===== config.mk =====
export PLATFORM = sky130hd
export DESIGN_NAME = logic_result_wb
export DESIGN_NICKNAME = d
export VERILOG_FILES = /design/src/rtl/logic_result_wb_pkg.sv /design/src/rtl/logic_result_wb_result_fifo.sv /design/src/rtl/logic_result_wb.sv
export SDC_FILE = /design/constraint.sdc
export NUM_CORES = 1
export LEC_CHECK = 0
export BUFFER_PORTS_ARGS = -buffer_cell sky130_fd_sc_hd__buf_2
export CORE_MARGIN = 8
export CORE_UTILIZATION = 57
export CTS_CLUSTER_DIAMETER = 80
export DETAILED_ROUTE_END_ITERATION = 8
export GPL_ROUTABILITY_DRIVEN = 1
export PLACE_DENSITY = 0.83
export SYNTH_ARGS = -nofsm -noshare
export SYNTH_HDL_FRONTEND = slang
export SYNTH_HIERARCHICAL = 1
export SYNTH_SLANG_ARGS = --single-unit

===== constraint.sdc =====
create_clock -name clk -period 3.04 [get_ports clk]
set_input_delay 0.456 -clock clk [delete_from_list [all_inputs] [get_ports clk]]
set_output_delay 0.456 -clock clk [all_outputs]
set_load 0.005 [all_outputs]

===== src/rtl/logic_result_wb_pkg.sv =====
// rtl/logic_result_wb_pkg.sv - shared ALU package: default widths, entry record, occupancy states
//
// Purpose: common definitions for the logic-unit result write-back path.
//   ALU_DATA_W / ALU_ADDR_W : default result width and register-index width
//   wb_entry_t              : {dest, data} record held in each queue entry
//   OCC_*                   : occupancy states of the write-back queue
//   occ_of()                : maps an entry count to its occupancy state
package logic_result_wb_pkg;

  localparam int ALU_DATA_W = 16;
  localparam int ALU_ADDR_W = 3;

  typedef struct packed {
    logic [ALU_ADDR_W-1:0] dest;
    logic [ALU_DATA_W-1:0] data;
  } wb_entry_t;

  localparam logic [1:0] OCC_EMPTY   = 2'd0;
  localparam logic [1:0] OCC_PARTIAL = 2'd1;
  localparam logic [1:0] OCC_FULL    = 2'd2;

  // Occupancy depends on the count alone, never on the operation that produced it.
  function automatic logic [1:0] occ_of(input int unsigned cnt, input int unsigned depth);
    if (cnt == 0) begin
      return OCC_EMPTY;
    end else if (cnt >= depth) begin
      return OCC_FULL;
    end else begin
      return OCC_PARTIAL;
    end
  endfunction

endpackage


===== src/rtl/logic_result_wb_result_fifo.sv =====
// rtl/logic_result_wb_result_fifo.sv - result queue storage and pointers
//
// Purpose: circular buffer of DEPTH entries, WIDTH bits each.
// Ports:
//   clk      : clock, rising edge
//   rst      : synchronous active-high reset (pointers and count only)
//   push_i   : write wdata_i at the write pointer (caller guarantees not full)
//   wdata_i  : entry to store
//   pop_i    : advance the read pointer (caller guarantees not empty)
//   rdata_o  : head entry, read combinationally from registered state
//   count_o  : number of occupied entries
module result_fifo
  import logic_result_wb_pkg::*;
#(
  parameter int WIDTH = ALU_ADDR_W + ALU_DATA_W,
  parameter int DEPTH = 4,
  localparam int PTR_W = $clog2(DEPTH),
  localparam int CNT_W = PTR_W + 1
) (
  input  logic             clk,
  input  logic             rst,
  input  logic             push_i,
  input  logic [WIDTH-1:0] wdata_i,
  input  logic             pop_i,
  output logic [WIDTH-1:0] rdata_o,
  output logic [CNT_W-1:0] count_o
);

  logic [WIDTH-1:0] mem_q [DEPTH];
  logic [PTR_W-1:0] wr_ptr_q, wr_ptr_d;
  logic [PTR_W-1:0] rd_ptr_q, rd_ptr_d;
  logic [CNT_W-1:0] count_q, count_d;

  // Explicit wrap keeps the pointer correct even if the last index is not all-ones.
  function automatic logic [PTR_W-1:0] ptr_inc(input logic [PTR_W-1:0] p);
    if (p == PTR_W'(DEPTH - 1)) begin
      return '0;
    end else begin
      return p + PTR_W'(1);
    end
  endfunction

  always_comb begin
    wr_ptr_d = wr_ptr_q;
    rd_ptr_d = rd_ptr_q;
    count_d  = count_q;
    if (push_i) begin
      wr_ptr_d = ptr_inc(wr_ptr_q);
    end
    if (pop_i) begin
      rd_ptr_d = ptr_inc(rd_ptr_q);
    end
    count_d = count_q + CNT_W'(push_i) - CNT_W'(pop_i);
  end

  always_ff @(posedge clk) begin
    if (rst) begin
      wr_ptr_q <= '0;
      rd_ptr_q <= '0;
      count_q  <= '0;
    end else begin
      wr_ptr_q <= wr_ptr_d;
      rd_ptr_q <= rd_ptr_d;
      count_q  <= count_d;
    end
  end

  // Storage is deliberately left unreset; reset only discards entries via the pointers.
  always_ff @(posedge clk) begin
    if (push_i && !rst) begin
      mem_q[wr_ptr_q] <= wdata_i;
    end
  end

  assign rdata_o = mem_q[rd_ptr_q];
  assign count_o = count_q;

endmodule


===== src/rtl/logic_result_wb.sv =====
// rtl/logic_result_wb.sv - logic-unit result write-back queue with handshake and flags
//
// Purpose: buffers logic-unit results and presents them to the register file in order.
// Ports:
//   clk, rst            : clock and synchronous active-high reset
//   res_valid/res_ready : producer handshake; push when both are 1
//   res_data, res_dest  : result word and destination register index
//   wb_en/wb_ack        : register-file handshake; pop when both are 1
//   wb_addr, wb_data    : head entry destination and data
//   wb_zero, wb_parity  : head data is all zeros / XOR-reduction of head data
//   count               : number of occupied entries
// DEPTH must be a power of two in 2..16.
module logic_result_wb
  import logic_result_wb_pkg::*;
#(
  parameter int DATA_W = ALU_DATA_W,
  parameter int DEPTH  = 4,
  parameter int ADDR_W = ALU_ADDR_W,
  localparam int CNT_W = $clog2(DEPTH) + 1
) (
  input  logic              clk,
  input  logic              rst,
  input  logic              res_valid,
  input  logic [DATA_W-1:0] res_data,
  input  logic [ADDR_W-1:0] res_dest,
  output logic              res_ready,
  output logic              wb_en,
  output logic [ADDR_W-1:0] wb_addr,
  output logic [DATA_W-1:0] wb_data,
  output logic              wb_zero,
  output logic              wb_parity,
  input  logic              wb_ack,
  output logic [CNT_W-1:0]  count
);

  localparam int ENTRY_W = ADDR_W + DATA_W;

  logic [ENTRY_W-1:0] head;
  logic [CNT_W-1:0]   fifo_count;
  logic [CNT_W-1:0]   count_d;
  logic [1:0]         occ_q, occ_d;
  logic               push;
  logic               pop;

  // Handshake flags come from the registered occupancy state, so a pop in the
  // same cycle never opens a slot for a push while full.
  assign res_ready = (occ_q != OCC_FULL);
  assign wb_en     = (occ_q != OCC_EMPTY);

  assign push = res_valid && res_ready;
  assign pop  = wb_en && wb_ack;

  result_fifo #(
    .WIDTH (ENTRY_W),
    .DEPTH (DEPTH)
  ) u_result_fifo (
    .clk     (clk),
    .rst     (rst),
    .push_i  (push),
    .wdata_i ({res_dest, res_data}),
    .pop_i   (pop),
    .rdata_o (head),
    .count_o (fifo_count)
  );

  always_comb begin
    count_d = fifo_count + CNT_W'(push) - CNT_W'(pop);
    occ_d   = occ_of(int'(count_d), DEPTH);
  end

  always_ff @(posedge clk) begin
    if (rst) begin
      occ_q <= OCC_EMPTY;
    end else begin
      occ_q <= occ_d;
    end
  end

  assign wb_addr   = head[ENTRY_W-1:DATA_W];
  assign wb_data   = head[DATA_W-1:0];
  assign wb_zero   = (wb_data == '0);
  assign wb_parity = ^wb_data;
  assign count     = fifo_count;

endmodule


==> flow_summary.yaml, run 1 <==
status:
  status: "completed"
synthesis:
  ys_seq_area_frac: 0.691
  synth_fa_ha_area_frac: 0.0698
  synth_seq_cells: 87
  synth_xor_area_frac: 0.0280
  yosys_warnings: 6
  synth_area_leaders: "edfxtp_1 (63%), mux4_1 (6.5%), mux4_2 (6.2%)"
  ys_types: 23
  syn_nets: 233
  synthSimpleGateAreaFrac: 0.0390
  synth_compound_gate_area_share: 0.00276
  synth_top_area_share: 0.630
  avgSynthCellArea_um2: 19.0
  synth_top_family_by_area: "multiplexers"
  synthMuxAreaShare: 0.133
  yosysTopAreaCell: "edfxtp_1"
  synthCells: 191
  synth_area_um2: 3620
flow_run:
  max_cap_violations: 0
setup_path:
  cp_slowest_cell: "mux4_1"
  crit_path_max_incr_delay_ps: 580
  critical_path_class: "reg2out"
  crit_path_start_kind: "flip-flop"
  end_kind: "output port"
  crit_path_cell_trace: "buf_12 > mux4_1 > inv_1 > ha_1 > xnor2_1 > xnor2_1 > xnor2_1 > buf_2"
  crit_top_cell: "xnor2_1"
  crit_fanout: 10
  required_ps: 2580
  worst-endpoint-arrival_ps: 2420
sta:
  post-route-min-period_ps: 2880
  tns_ps: 0
  tightest_slew_ps: 295
  slew_viol_final: 0
  finClkSkew_ps: 5.58
  finalSetupViolations: 0
  relSlewSlack: 0.803
  hold_viol: 0
  finalCritPeriodShare: 0.946
  max_freq_mhz: 348
  rsz0062_at_grt: "false"
cells_and_area:
  multiInputGateArea_um2: 983
  final_common_cell: "edfxtp_1"
  seqCellArea_um2: 2500
  drive_gt1_frac: 0.337
  num-fill-cells: 413
  areaGrowthSynthToFinish_pct: 16.4
  antenna_cells: 0
  fin_nets: 298
  final_cells: 338
  mostFrequentLayoutCells: "edfxtp_1 (76), buf_2 (48), inv_1 (24)"
clock_tree:
  clkTransAtPathRegs_ps: 80
  cts-root-buf: "clkbuf_8"
  clock_latency_ps: 340
  cts.sinks: 87
  cts_buffer_depth: 2
  htreeDepth: 3
  cts-hold-fix-buffers: 0
  cts_tree: "yes"
  numCtsBuffers: 9
detailed_routing:
  wirelength_mm: 6.32
  num_vias: 1822
  ant_nets: 0
  drc_errors: 0
  drt-pass1-iter-count: 4
  viasPerCell: 5.39
  drt_iter0_markers: 120
  wl_per_cell_um: 18.7
power:
  p_int_mw: 2.25
  p_per_area_nw_per_um2: 733
  pwr-share-seq: 0.467
  clkPwrFrac: 0.248
  pwr-share-comb: 0.284
  sw_frac_of_total: 0.270
  leakage_nw: 1.61
  power.switching_uw: 833
  vdd_drop_max_mv: 0.494
global_route:
  overflow: 0
  grt_pass1_vias: 1842
  grt_pass1_wl_mm: 9.36
  antenna_found_initial: 0
  grt_usage: 0.144
  grt_max_degree: 20
hold_path:
  hp-class: "in2reg"
floorplan:
  start_util: 0.580
  fp.dieArea_um2: 9160
  core_um2: 6240
  die_x_um: 95.7
  die_h_um: 95.7
  num_rows: 29
  pin_count: 49
place:
  dpl.hpwl_mm: 4.22
  portBuffers: 48
  routabilityCongestion: 0.700
  placed_cells: 318
-- per-layer routing --
layer	wire length, µm	vias to the layer above	global-route usage
met4	97	0	0.0691
met3	378	11	0.0320
met1	2480	896	0.169
met5	0	-	0
met2	3370	63	0.245
li1	-	852	-
-- what timing repair did --
action	in CTS	in global routing
resized for setup	0	2
setup buffers	0	3
endpoints found under the setup margin	0	1
-- through the flow --
stage / utilization / total power, mW / hold WS, ps / setup slack (ps) / area [µm²]
finish: 0.675 / 3.09 / 324 / 164 / 4220
CTS: 0.668 / 3.10 / 308 / 80.6 / 4170
detailed placement: 0.637 / 2.33 / 503 / 493 / 3970
global placement: 0.637 / 2.30 / 493 / 504 / 3970
global route: 0.675 / 3.27 / 308 / 0.173 / 4220
floorplan: - / 2.05 / 469 / 692 / 3620
-- layout make-up --
class	count	area share
clock buffers	9	0.0294
clock inverters	7	0.0172
inverters	24	0.0214
multi-input cells	76	0.233
flip-flops and latches	87	0.594
well taps	77	0.0229
repair buffers	58	0.0819
-- cells in the mapped netlist, drive strengths merged --
cell type / n
edfxtp: 76
xnor2: 8
buf: 4
or2: 1
nor2b: 4
nor2: 5
fa: 2
and2: 6
ha: 17
mux2i: 2
nand4: 2
mux4: 19
a21oi: 2
inv: 24
nor3: 1
xor2: 1
xnor3: 1
dfxtp: 11
nand2b: 3
or3b: 2
-- registers in the layout, summed over array words and instances (netlist names), named ones only --
register and flops:
occ_q 2, u_result_fifo/count_o 3, u_result_fifo/mem_q 76, u_result_fifo/rd_ptr_q 2, u_result_fifo/wr_ptr_q 2
-- power groups by stage --
stage          logic, mW  registers (mW)  clock network, mW
6_report           0.878            1.44              0.767
5_1_grt            0.991            1.45              0.830
3_5_place_dp       0.865            1.46                  0
4_1_cts            0.871            1.44              0.787
3_3_place_gp       0.840            1.46                  0
2_1_floorplan      0.599            1.45                  0
-- worst max-delay path: cells and delay by family (launching register included) --
kind | cells | cell delay, ps
xor gates and xnor gates | 3 | 490
adders and majority gates | 1 | 240
buffers and inverters | 3 | 370
DFF | 1 | 390
muxes | 1 | 580
-- cell families after synthesis --
group	after synthesis
AO/OA/AOI/OAI	2
XOR/XNOR	10
adder cells (fa/ha/maj)	19
buffers and inverters	28
flip-flops	87
multiplexers	21
AND/OR/NAND/NOR	24
-- worst paths after layout --
| kind | from | endpoint | slack [ps] | cells past startpoint |
|---|---|---|---|---|
| worst min-delay path | res_data[6] | u_result_fifo/mem_q[3][6] | 320 | 1 |
| worst min register to register | u_result_fifo/rd_ptr_q[0] | flip-flop | 510 | 2 |
| worst max-delay path | flip-flop | wb_parity | 160 | 8 |
| worst max register to register | occ_q[1] | occ_q[0] | 680 | 10 |
Power figures use the tool's default switching activity.
==> inputs of run 2 (changes only) <==
--- a/config.mk
+++ b/config.mk
@@ -7,12 +7,11 @@
 export LEC_CHECK = 0
 export BUFFER_PORTS_ARGS = -buffer_cell sky130_fd_sc_hd__buf_2
 export CORE_MARGIN = 8
-export CORE_UTILIZATION = 57
+export CORE_UTILIZATION = 56
 export CTS_CLUSTER_DIAMETER = 80
 export DETAILED_ROUTE_END_ITERATION = 8
 export GPL_ROUTABILITY_DRIVEN = 1
-export PLACE_DENSITY = 0.83
+export PLACE_DENSITY = 0.82
 export SYNTH_ARGS = -nofsm -noshare
 export SYNTH_HDL_FRONTEND = slang
-export SYNTH_HIERARCHICAL = 1
 export SYNTH_SLANG_ARGS = --single-unit
==> run 2 against run 1 <==
  * Cell area shrank 0.74%
  * Maximum frequency down 0.86%
  * Clock skew is essentially flat
  * Total power up 4.6%
  * First-iteration DRC count down 37%
  * Register-to-register slack better by 250 ps
  * Synthesized cell count decreased by 1.6%
  * Area after synthesis shrank 1.7%
  * Sequential power about the same
  * Clock power up 26%
  * Setup slack worse by 25 ps
  * Global-route usage about the same
  * Critical path type unchanged
==> flow_summary.yaml, run 2 <==
clock_tree:
  cts_buffer_depth: 2
  cts-root-buf: "clkbuf_8"
  cts_tree: "yes"
  cts-hold-fix-buffers: 0
  cts.sinks: 87
  clock_latency_ps: 350
  clkTransAtPathRegs_ps: 90
  htreeDepth: 3
  numCtsBuffers: 9
power:
  leakage_nw: 1.58
  p_per_area_nw_per_um2: 772
  vdd_drop_max_mv: 0.543
cells_and_area:
  top_register: "u_result_fifo.mem_q"
  antenna_cells: 0
  largest_register_ffs: 76
  final_common_cell: "edfxtp_1"
  num-fill-cells: 437
  areaGrowthSynthToFinish_pct: 17.5
  fin_nets: 287
  drive_gt1_frac: 0.366
  final_area_um2: 4180
  mostFrequentLayoutCells: "edfxtp_1 (76), buf_2 (48), inv_1 (15)"
synthesis:
  ys_types: 28
  yosys_warnings: 0
  synth_area_leaders: "edfxtp_1 (64%), mux4_1 (8.9%), dfxtp_1 (6.2%)"
  synth_top_area_share: 0.641
  synthCells: 188
  synth-main-ff-cell: "edfxtp_1"
  yosys-top-cells-count: "edfxtp_1 (76), inv_1 (15), ha_1 (14), mux4_1 (12), dfxtp_1 (11)"
  synth.most_common_cell: "edfxtp_1"
  ys_seq_area_frac: 0.703
  synth_seq_cells: 87
  synth_area_um2: 3560
  syn_nets: 226
  avgSynthCellArea_um2: 18.9
  async_flop_share: 0
  synth_edf_count: 76
  yosysTopAreaCell: "edfxtp_1"
floorplan:
  die_h_um: 95.7
  die_x_um: 95.7
  pin_count: 49
  core_um2: 6240
  num_rows: 29
  fp.dieArea_um2: 9160
  start_util: 0.570
global_route:
  overflow: 0
  grt_pass1_wl_mm: 9.38
  grt_max_degree: 20
  antenna_found_initial: 1
  grt_usage: 0.144
  grt_pass1_vias: 1908
detailed_routing:
  wl_per_cell_um: 18.2
  ant_nets: 0
  num_vias: 1767
  drc_errors: 0
  viasPerCell: 5.34
  drt-pass1-iter-count: 4
  wirelength_mm: 6.01
  drt_iter0_markers: 76
setup_path:
  cp_top_family: "multiplexers"
  end_kind: "output port"
  cp_slowest_cell: "mux4_1"
  crit_path_start_kind: "flip-flop"
  required_ps: 2580
  crit_fanout: 8
  crit_path_max_incr_delay_ps: 600
  path_buf_inv: 3
  crit_path_cell_trace: "buf_6 > mux4_1 > inv_1 > ha_1 > xnor2_1 > xnor2_1 > xnor2_1 > buf_2"
  crit_top_cell: "xnor2_1"
  critical_path_class: "reg2out"
  worst-endpoint-arrival_ps: 2440
sta:
  rsz0062_at_grt: "false"
  relSlewSlack: 0.733
  slew_viol_final: 0
  finalSetupViolations: 0
  tns_ps: 0
  hold_viol: 0
  final.setup.worst_slack_ps: 139
  finClkSkew_ps: 5.94
  post-route-min-period_ps: 2900
  finalCritPeriodShare: 0.954
  max_freq_mhz: 345
  tightest_slew_ps: 398
place:
  routabilityCongestion: 0.681
  portBuffers: 48
  pre_cts_slack_ps: 482
  place_area_um2: 3920
  dpl.hpwl_mm: 4.05
status:
  status: "completed"
hold_path:
  hp-class: "in2reg"
flow_run:
  max_cap_violations: 0
-- run 2: cell types whose count changed in the layout (fill, tap and decap cells not counted), sizes merged, moves of 2 or more --
cell and delta:
bufinv +2, and2 -6, nand2b -3, clkinv -4
nor3b +4, buf -2, nand2 +2, a21oi +2
ha -3, or3b -2, o21ai +3
-- run 2: through the flow --
step	utilization	std cells	total power, mW	hold WS [ps]
2_1_floorplan	-	188	2.01	471
3_3_place_gp	0.629	315	2.27	484
3_5_place_dp	0.629	315	2.29	505
4_1_cts	0.669	331	3.26	297
5_1_grt	0.670	331	3.40	299
6_report	0.670	331	3.23	312
-- run 2: routing by layer --
metal	up-vias	part of all wire	track usage	wire, µm
met5	-	0.0022	0	13
met4	2	0.019	0.0743	113
met3	14	0.053	0.0437	319
met2	39	0.51	0.239	3050
met1	864	0.42	0.166	2510
li1	848	-	-	-
-- run 2: cell type report --
| cell class | count | area [µm²] | share of cell area |
|---|---|---|---|
| Clock buffer | 9 | 124 | 0.0296 |
| Multi-Input combinational cell | 74 | 953 | 0.228 |
| Tap cell | 77 | 96.3 | 0.0230 |
| Inverter | 22 | 82.6 | 0.0197 |
| Timing Repair Buffer | 55 | 300 | 0.0718 |
| Clock inverter | 7 | 125 | 0.0299 |
| Sequential cell | 87 | 2500 | 0.598 |
-- run 2: repair_timing --
item | CTS | global route
buffers inserted | 0 | 0
setup endpoints to repair | 0 | 1
hold endpoints to repair | 0 | 0
resized for setup | 0 | 4
-- run 2: logic make-up after synthesis --
kind of cell | count (synthesis) | synth area share
flops | 87 | 0.703
buf+inv | 27 | 0.0359
simple gates | 21 | 0.0334
mux | 20 | 0.136
fa+ha+maj | 15 | 0.0548
xor+xnor | 10 | 0.0246
compound gates | 8 | 0.0127
-- run 2: power by group --
part           leakage, nW  internal [mW]  switching, mW
Clock                0.125          0.557          0.409
Sequential           0.780           1.39         0.0399
Combinational        0.673          0.445          0.392
Total                 1.58           2.39          0.840
-- run 2: worst paths after layout --
| path | start | endpoint | slack [ps] | cells after the start |
|---|---|---|---|---|
| min reg2reg | u_result_fifo.wr_ptr_q[1] | u_result_fifo.wr_ptr_q[1] | 520 | 2 |
| min | res_dest[2] | u_result_fifo.mem_q[1][18] | 310 | 1 |
| max reg2reg | occ_q[0] | occ_q[0] | 930 | 8 |
| max | flip-flop | wb_parity | 140 | 8 |
